--- src/rtl/fp_divider.sv ---
// Iterative single-precision divider: restoring mantissa division, one quotient
// bit per clock, valid/ready on both sides. Zero-exponent means zero, truncation.
module fp_divider #(
  parameter int MANT_W = 23,
  parameter int EXP_W  = 8,
  parameter int BIAS   = 127
) (
  input  logic                      clk,
  input  logic                      rst,
  input  logic                      in_valid,
  output logic                      in_ready,
  input  logic [MANT_W+EXP_W:0]     a,
  input  logic [MANT_W+EXP_W:0]     b,
  output logic                      out_valid,
  input  logic                      out_ready,
  output logic [MANT_W+EXP_W:0]     y,
  output logic                      dz,
  output logic                      ovf,
  output logic                      unf
);
  localparam int W  = 1 + EXP_W + MANT_W;
  localparam int MW = MANT_W + 1;
  localparam int EW = EXP_W + 2;
  localparam int CW = $clog2(MW);
  localparam logic [CW-1:0]    LAST   = CW'(MW - 1);
  localparam logic [EXP_W-1:0] EXP_HI = {EXP_W{1'b1}};
  localparam logic [EW-1:0]    BIAS_W = EW'(BIAS);

  typedef enum logic [1:0] {IDLE, CALC, DONE} state_t;
  state_t state, state_n;

  logic [MW:0]       rem;
  logic [MW-1:0]     mb;
  logic [MANT_W-1:0] q;
  logic [CW-1:0]     cnt;
  logic [EW-1:0]     e;
  logic              sy;

  // operand decode at the input port
  logic [EXP_W-1:0] ea, eb;
  logic [MW-1:0]    ma_in, mb_in;
  logic             special, accept, lt;
  logic [EW-1:0]    e_in;

  assign ea      = a[W-2:MANT_W];
  assign eb      = b[W-2:MANT_W];
  assign ma_in   = {1'b1, a[MANT_W-1:0]};
  assign mb_in   = {1'b1, b[MANT_W-1:0]};
  assign special = (eb == '0) || (ea == '0) || (ea == EXP_HI) || (eb == EXP_HI);
  assign accept  = in_valid && in_ready;
  assign lt      = ma_in < mb_in;
  assign e_in    = {2'b00, ea} - {2'b00, eb} + BIAS_W - {{(EW-1){1'b0}}, lt};

  // restoring step; rem < 2*mb always, so the difference fits in MW bits
  logic              ge;
  logic [MW-1:0]     sub;
  logic [MW:0]       rem_n;
  logic [MANT_W-1:0] q_n;
  logic              e_ovf, e_unf;

  assign ge    = rem >= {1'b0, mb};
  assign sub   = rem[MW-1:0] - mb;
  assign rem_n = {(ge ? sub : rem[MW-1:0]), 1'b0};
  assign q_n   = {q[MANT_W-2:0], ge};
  assign e_unf = e[EW-1] || (e == '0);
  assign e_ovf = !e[EW-1] && (e[EW-2:0] >= {1'b0, EXP_HI});

  assign in_ready  = (state == IDLE);
  assign out_valid = (state == DONE);

  always_comb begin
    state_n = state;
    case (state)
      IDLE: if (accept) state_n = special ? DONE : CALC;
      CALC: if (cnt == LAST) state_n = DONE;
      DONE: if (out_ready) state_n = IDLE;
      default: state_n = IDLE;
    endcase
  end

  always_ff @(posedge clk) begin
    if (rst) begin
      state <= IDLE;
      rem   <= '0;
      mb    <= '0;
      q     <= '0;
      cnt   <= '0;
      e     <= '0;
      sy    <= 1'b0;
      y     <= '0;
      dz    <= 1'b0;
      ovf   <= 1'b0;
      unf   <= 1'b0;
    end else begin
      state <= state_n;
      case (state)
        IDLE: if (accept) begin
          sy  <= a[W-1] ^ b[W-1];
          mb  <= mb_in;
          rem <= lt ? {ma_in, 1'b0} : {1'b0, ma_in};
          e   <= e_in;
          q   <= '0;
          cnt <= '0;
          dz  <= 1'b0;
          ovf <= 1'b0;
          unf <= 1'b0;
          // special priority: divide-by-zero beats a zero dividend
          if (eb == '0) begin
            y  <= {a[W-1] ^ b[W-1], EXP_HI, {MANT_W{1'b0}}};
            dz <= 1'b1;
          end else if (ea == '0)
            y  <= {a[W-1] ^ b[W-1], {(W-1){1'b0}}};
          else if (ea == EXP_HI)
            y  <= {a[W-1] ^ b[W-1], EXP_HI, {MANT_W{1'b0}}};
          else if (eb == EXP_HI)
            y  <= {a[W-1] ^ b[W-1], {(W-1){1'b0}}};
        end
        CALC: begin
          rem <= rem_n;
          q   <= q_n;
          cnt <= cnt + 1'b1;
          if (cnt == LAST) begin
            if (e_ovf) begin
              y   <= {sy, EXP_HI, {MANT_W{1'b0}}};
              ovf <= 1'b1;
            end else if (e_unf) begin
              y   <= {sy, {(W-1){1'b0}}};
              unf <= 1'b1;
            end else
              y   <= {sy, e[EXP_W-1:0], q_n};
          end
        end
        default: ;
      endcase
    end
  end
endmodule
--- config.mk ---
export PLATFORM = sky130hd
export DESIGN_NAME = fp_divider
export DESIGN_NICKNAME = d
export VERILOG_FILES = /design/src/rtl/fp_divider.sv
export SDC_FILE = /design/constraint.sdc
export NUM_CORES = 1
export LEC_CHECK = 0
export CORE_MARGIN = 2
export CORE_UTILIZATION = 53
export CTS_CLUSTER_DIAMETER = 80
export DETAILED_ROUTE_END_ITERATION = 10
export PLACE_DENSITY_LB_ADDON = 0.3
export SYNTH_ARGS = -nofsm -noshare
export SYNTH_HDL_FRONTEND = slang
export SYNTH_SLANG_ARGS = --single-unit
--- constraint.sdc ---
create_clock -name clk -period 10.4 [get_ports clk]
set_input_delay 1.04 -clock clk [delete_from_list [all_inputs] [get_ports clk]]
set_output_delay 1.04 -clock clk [all_outputs]
set_load 0.005 [all_outputs]
==> run_summary.xml <==
<?xml version="1.0" encoding="UTF-8"?>
<metrics>
  <group name="setup_path">
    <metric name="arrival_time_of_the_worst_setup_path" unit="ps">5260</metric>
    <metric name="cpLargestDelayFamily" unit="">compound AO/OA/AOI/OAI gates</metric>
    <metric name="timing.critical_path.slowest_stage_cell" unit="">sky130_fd_sc_hd__clkdlybuf4s50_1</metric>
    <metric name="crit_chain" unit="">clkdlybuf4s50_1, inv_1, ha_1, a21oi_1, o21ai_0, a221oi_1, a2111oi_0, or3_1, ha_1, ha_1, fa_1, a21o_1, a21o_1, a21o_1, a21oi_1, nor2b_1, or4_1, a21oi_1</metric>
    <metric name="crit_fanout" unit="">2</metric>
    <metric name="criticalPathCategory" unit="">input port to flip-flop</metric>
    <metric name="critPathLaunch" unit="">b[9]</metric>
    <metric name="end_kind" unit="">flip-flop</metric>
    <metric name="data_required_time_at_the_worst_endpoint" unit="ps">10750</metric>
    <metric name="r2r_start" unit="">mb[1]</metric>
    <metric name="crit_path_max_incr_delay" unit="ps">470</metric>
    <metric name="start_kind" unit="">input port</metric>
    <metric name="critical_path.n_buffers_inverters" unit="">2</metric>
  </group>
  <group name="floorplan">
    <metric name="rows" unit="">43</metric>
    <metric name="die_width" unit="um">123</metric>
    <metric name="die-height" unit="um">123</metric>
    <metric name="fp.dieArea" unit="um2">15200</metric>
    <metric name="placeableCoreArea" unit="um2">13900</metric>
    <metric name="initial_utilization" unit="">0.543</metric>
    <metric name="floorplan.io_pins" unit="">105</metric>
  </group>
  <group name="cts">
    <metric name="buffer_levels_on_the_longest_clock_path" unit="">2</metric>
    <metric name="clock_sinks" unit="">124</metric>
    <metric name="cts.repair_timing.setup_buffer_count" unit="">0</metric>
    <metric name="cts_hold_repair.buffers" unit="">0</metric>
    <metric name="clk_latency" unit="ps">430</metric>
    <metric name="post_cts_resize_count" unit="">0</metric>
    <metric name="cts_made_buffers" unit="">17</metric>
    <metric name="cts-root-buf" unit="">sky130_fd_sc_hd__clkbuf_16</metric>
    <metric name="cts_tree" unit="">built</metric>
    <metric name="ctsHtreeMaxLevel" unit="">4</metric>
    <metric name="clk_pin_slew" unit="ps">60</metric>
  </group>
  <group name="yosys">
    <metric name="post-synth-top-area-fraction" unit="">0.330</metric>
    <metric name="synth.yosys.seq_area_share" unit="">0.330</metric>
    <metric name="ys_async_sr_fraction" unit="">0</metric>
    <metric name="most_area_consuming_cells_after_synthesis" unit="">sky130_fd_sc_hd__dfxtp_1 (33%), sky130_fd_sc_hd__ha_1 (10%), sky130_fd_sc_hd__mux2i_1 (5.2%)</metric>
    <metric name="synth_top_flop_cell" unit="">sky130_fd_sc_hd__dfxtp_1</metric>
    <metric name="syn-num-nets" unit="">1045</metric>
    <metric name="netlist-cell-type-count" unit="">62</metric>
    <metric name="synth_top_area_cell" unit="">sky130_fd_sc_hd__dfxtp_1</metric>
    <metric name="synth_enable_flop_cells" unit="">0</metric>
    <metric name="synth_common_cells" unit="">sky130_fd_sc_hd__dfxtp_1 (124), sky130_fd_sc_hd__nor2_1 (99), sky130_fd_sc_hd__nand2_1 (85), sky130_fd_sc_hd__inv_1 (75), sky130_fd_sc_hd__a21oi_1 (72)</metric>
    <metric name="ys.warnings.count" unit="">0</metric>
    <metric name="yosysMostFrequentCell" unit="">sky130_fd_sc_hd__dfxtp_1</metric>
    <metric name="synthesis.area" unit="um2">7530</metric>
    <metric name="netlist_instances" unit="">911</metric>
    <metric name="synth.ff_latch_count" unit="">124</metric>
    <metric name="synth.avg_cell_area" unit="um2">8.27</metric>
  </group>
  <group name="placement">
    <metric name="post-place-ws" unit="ps">5110</metric>
    <metric name="port_buffers" unit="">104</metric>
    <metric name="total_half_perimeter_wirelength_after_legalization_and_detailed_placement" unit="um">12700</metric>
    <metric name="place_area" unit="um2">8670</metric>
    <metric name="gp_congestion" unit="">0.871</metric>
  </group>
  <group name="final_layout">
    <metric name="post-route-util" unit="">0.668</metric>
    <metric name="register_area" unit="um2">2480</metric>
    <metric name="syn2layout_area_growth" unit="%">23.1</metric>
    <metric name="multi_input_area" unit="um2">4580</metric>
    <metric name="antenna_cells_inserted" unit="">0</metric>
    <metric name="layout.nets" unit="">1131</metric>
    <metric name="finish.instance_area" unit="um2">9270</metric>
    <metric name="nFillCells" unit="">1200</metric>
    <metric name="share_of_cells_above_drive_strength_1" unit="">0.0535</metric>
  </group>
  <group name="grt">
    <metric name="antenna_found_initial" unit="">0</metric>
    <metric name="grt_first_pass_wirelength" unit="um">30100</metric>
    <metric name="grt-ovfl-total" unit="">0</metric>
    <metric name="first_global_vias" unit="">6312</metric>
    <metric name="grt_max_degree" unit="">76</metric>
    <metric name="global_route_usage_over_all_layers" unit="">0.248</metric>
  </group>
  <group name="timing">
    <metric name="sum_of_negative_setup_slack" unit="ps">0</metric>
    <metric name="whs" unit="ps">454</metric>
    <metric name="finalSetupViolations" unit="">0</metric>
    <metric name="finalCritPeriodShare" unit="">0.472</metric>
    <metric name="finalWorstPathRequiredPeriod" unit="ps">4910</metric>
    <metric name="layout_setup_ws" unit="ps">5490</metric>
    <metric name="worst_slew_pin_slew" unit="ps">810</metric>
    <metric name="timing.clock.skew" unit="ps">9.69</metric>
    <metric name="fmaxAchievable" unit="GHz">0.204</metric>
    <metric name="maxSlewHeadroom" unit="">0.460</metric>
    <metric name="rsz0062_at_grt" unit="">false</metric>
    <metric name="timing.final.hold_violations" unit="">0</metric>
    <metric name="report.final.slew_viol_count" unit="">0</metric>
  </group>
  <group name="pwr">
    <metric name="power.density" unit="nW/um2">218</metric>
    <metric name="power.net_switching" unit="mW">0.750</metric>
    <metric name="clock_power_share" unit="">0.302</metric>
    <metric name="vdd.ir_drop.worst" unit="uV">133</metric>
    <metric name="power.combinational.fraction" unit="">0.416</metric>
    <metric name="sequential_share_of_power" unit="">0.282</metric>
    <metric name="power.switching_fraction" unit="">0.371</metric>
    <metric name="internal_power_of_the_cells" unit="mW">1.27</metric>
    <metric name="static-leakage-power" unit="nW">3.85</metric>
  </group>
  <group name="routing">
    <metric name="drc_errors" unit="">0</metric>
    <metric name="drt-initial-drc-count" unit="">407</metric>
    <metric name="avgRoutedWirePerCell" unit="um">15.0</metric>
    <metric name="antenna_violating_nets_post_route" unit="">0</metric>
    <metric name="first_pass_iters" unit="">5</metric>
    <metric name="totalWireLength" unit="um">17900</metric>
    <metric name="detailroute.via_count" unit="">6792</metric>
    <metric name="detail_route.vias_per_cell" unit="">5.71</metric>
  </group>
  <group name="min_path">
    <metric name="worst_hold_path_type" unit="">flip-flop to flip-flop</metric>
    <metric name="min-delay-start" unit="">mb[11]</metric>
  </group>
  <group name="run">
    <metric name="max_cap_violations" unit="">0</metric>
  </group>
  <group name="outcome">
    <metric name="outcome" unit="">finished, final reports clean</metric>
  </group>
</metrics>
-- flip-flops by register name (all words and copies together), names as in the netlist --
register and count:
y 32, sy 1, state 2, cnt 5
ovf 1, q 22, e 10, dz 1
rem 25, mb 24, unf 1
-- through the flow --
step / std cells / total power, mW
final: 1190 / 2.02
after global routing: 1190 / 2.15
after floorplan: 911 / 1.24
after global placement: 1158 / 1.40
after CTS: 1190 / 2.02
after detailed placement: 1158 / 1.41
-- placed cells by master (no fill, tap or decap), drive strengths merged, types with 5 or more instances in the layout --
cell type | synthesis | routed
nand3 | 15 | 15
a21o | 20 | 20
nand4 | 12 | 12
nor3 | 13 | 13
o21bai | 15 | 15
mux2 | 5 | 5
clkbuf | 37 | 17
clkdlybuf4s50 | 0 | 103
nor4 | 5 | 5
a211o | 11 | 11
nand2b | 6 | 6
nor2b | 8 | 8
o211ai | 6 | 6
ha | 63 | 63
inv | 75 | 85
o21a | 8 | 8
a311oi | 5 | 5
o21ai | 25 | 25
a31oi | 7 | 7
xnor2 | 25 | 25
a211oi | 5 | 5
a221oi | 18 | 18
or3 | 6 | 6
a22oi | 48 | 48
xor2 | 7 | 7
dfxtp | 124 | 124
nand2 | 86 | 86
buf | 8 | 9
mux2i | 39 | 39
nor2 | 99 | 99
a21oi | 72 | 72
-- layout make-up --
cell class	count	area share
tap	180	0.0243
sequential	124	0.268
inverter	75	0.0304
clock inverter	15	0.0190
multi-input combinational	667	0.494
clock buffer	17	0.0459
timing repair buffer	112	0.118
-- path summary, 6_finish.rpt --
check                 end  slack [ps]  depth (start not counted)
setup reg to reg  rem[23]        7620                         10
setup / recovery     e[9]        5490                         18
hold reg to reg    mb[11]         450                          2
hold / removal     mb[11]         450                          2
-- kinds of logic after synthesis --
family | Yosys count | synth area share
AND/OR/NAND/NOR | 267 | 0.159
AO/OA/AOI/OAI | 258 | 0.238
buffers and inverters | 120 | 0.0640
XOR/XNOR | 32 | 0.0372
multiplexers | 44 | 0.0593
adder cells (fa/ha/maj) | 66 | 0.113
flip-flops | 124 | 0.330
-- per-layer routing --
layer  global-route usage  wire length, um  vias to the layer above
li1                     -                -                     3441
met1                0.340             8720                     3177
met2                0.390             8160                      157
met3               0.0415              760                       17
met4               0.0916              264                        0
met5                    0                0                        -
-- worst register-to-register path, delay by kind of cell, from the launching register on --
kind / cells / cell delay [ps]
mux: 1 / 200
compound gates: 4 / 970
buf+inv: 1 / 60
flops: 1 / 420
simple gates: 3 / 740
fa+ha+maj: 1 / 280
-- power by group through the flow --
stage               Combinational [mW]  Clock [mW]  Sequential (mW)
floorplan                        0.674           0            0.568
global placement                 0.823           0            0.577
detailed placement               0.832           0            0.579
CTS                              0.837       0.613            0.569
global route                     0.940       0.637            0.575
finish                           0.840       0.609            0.570
Power figures use the tool's default switching activity.
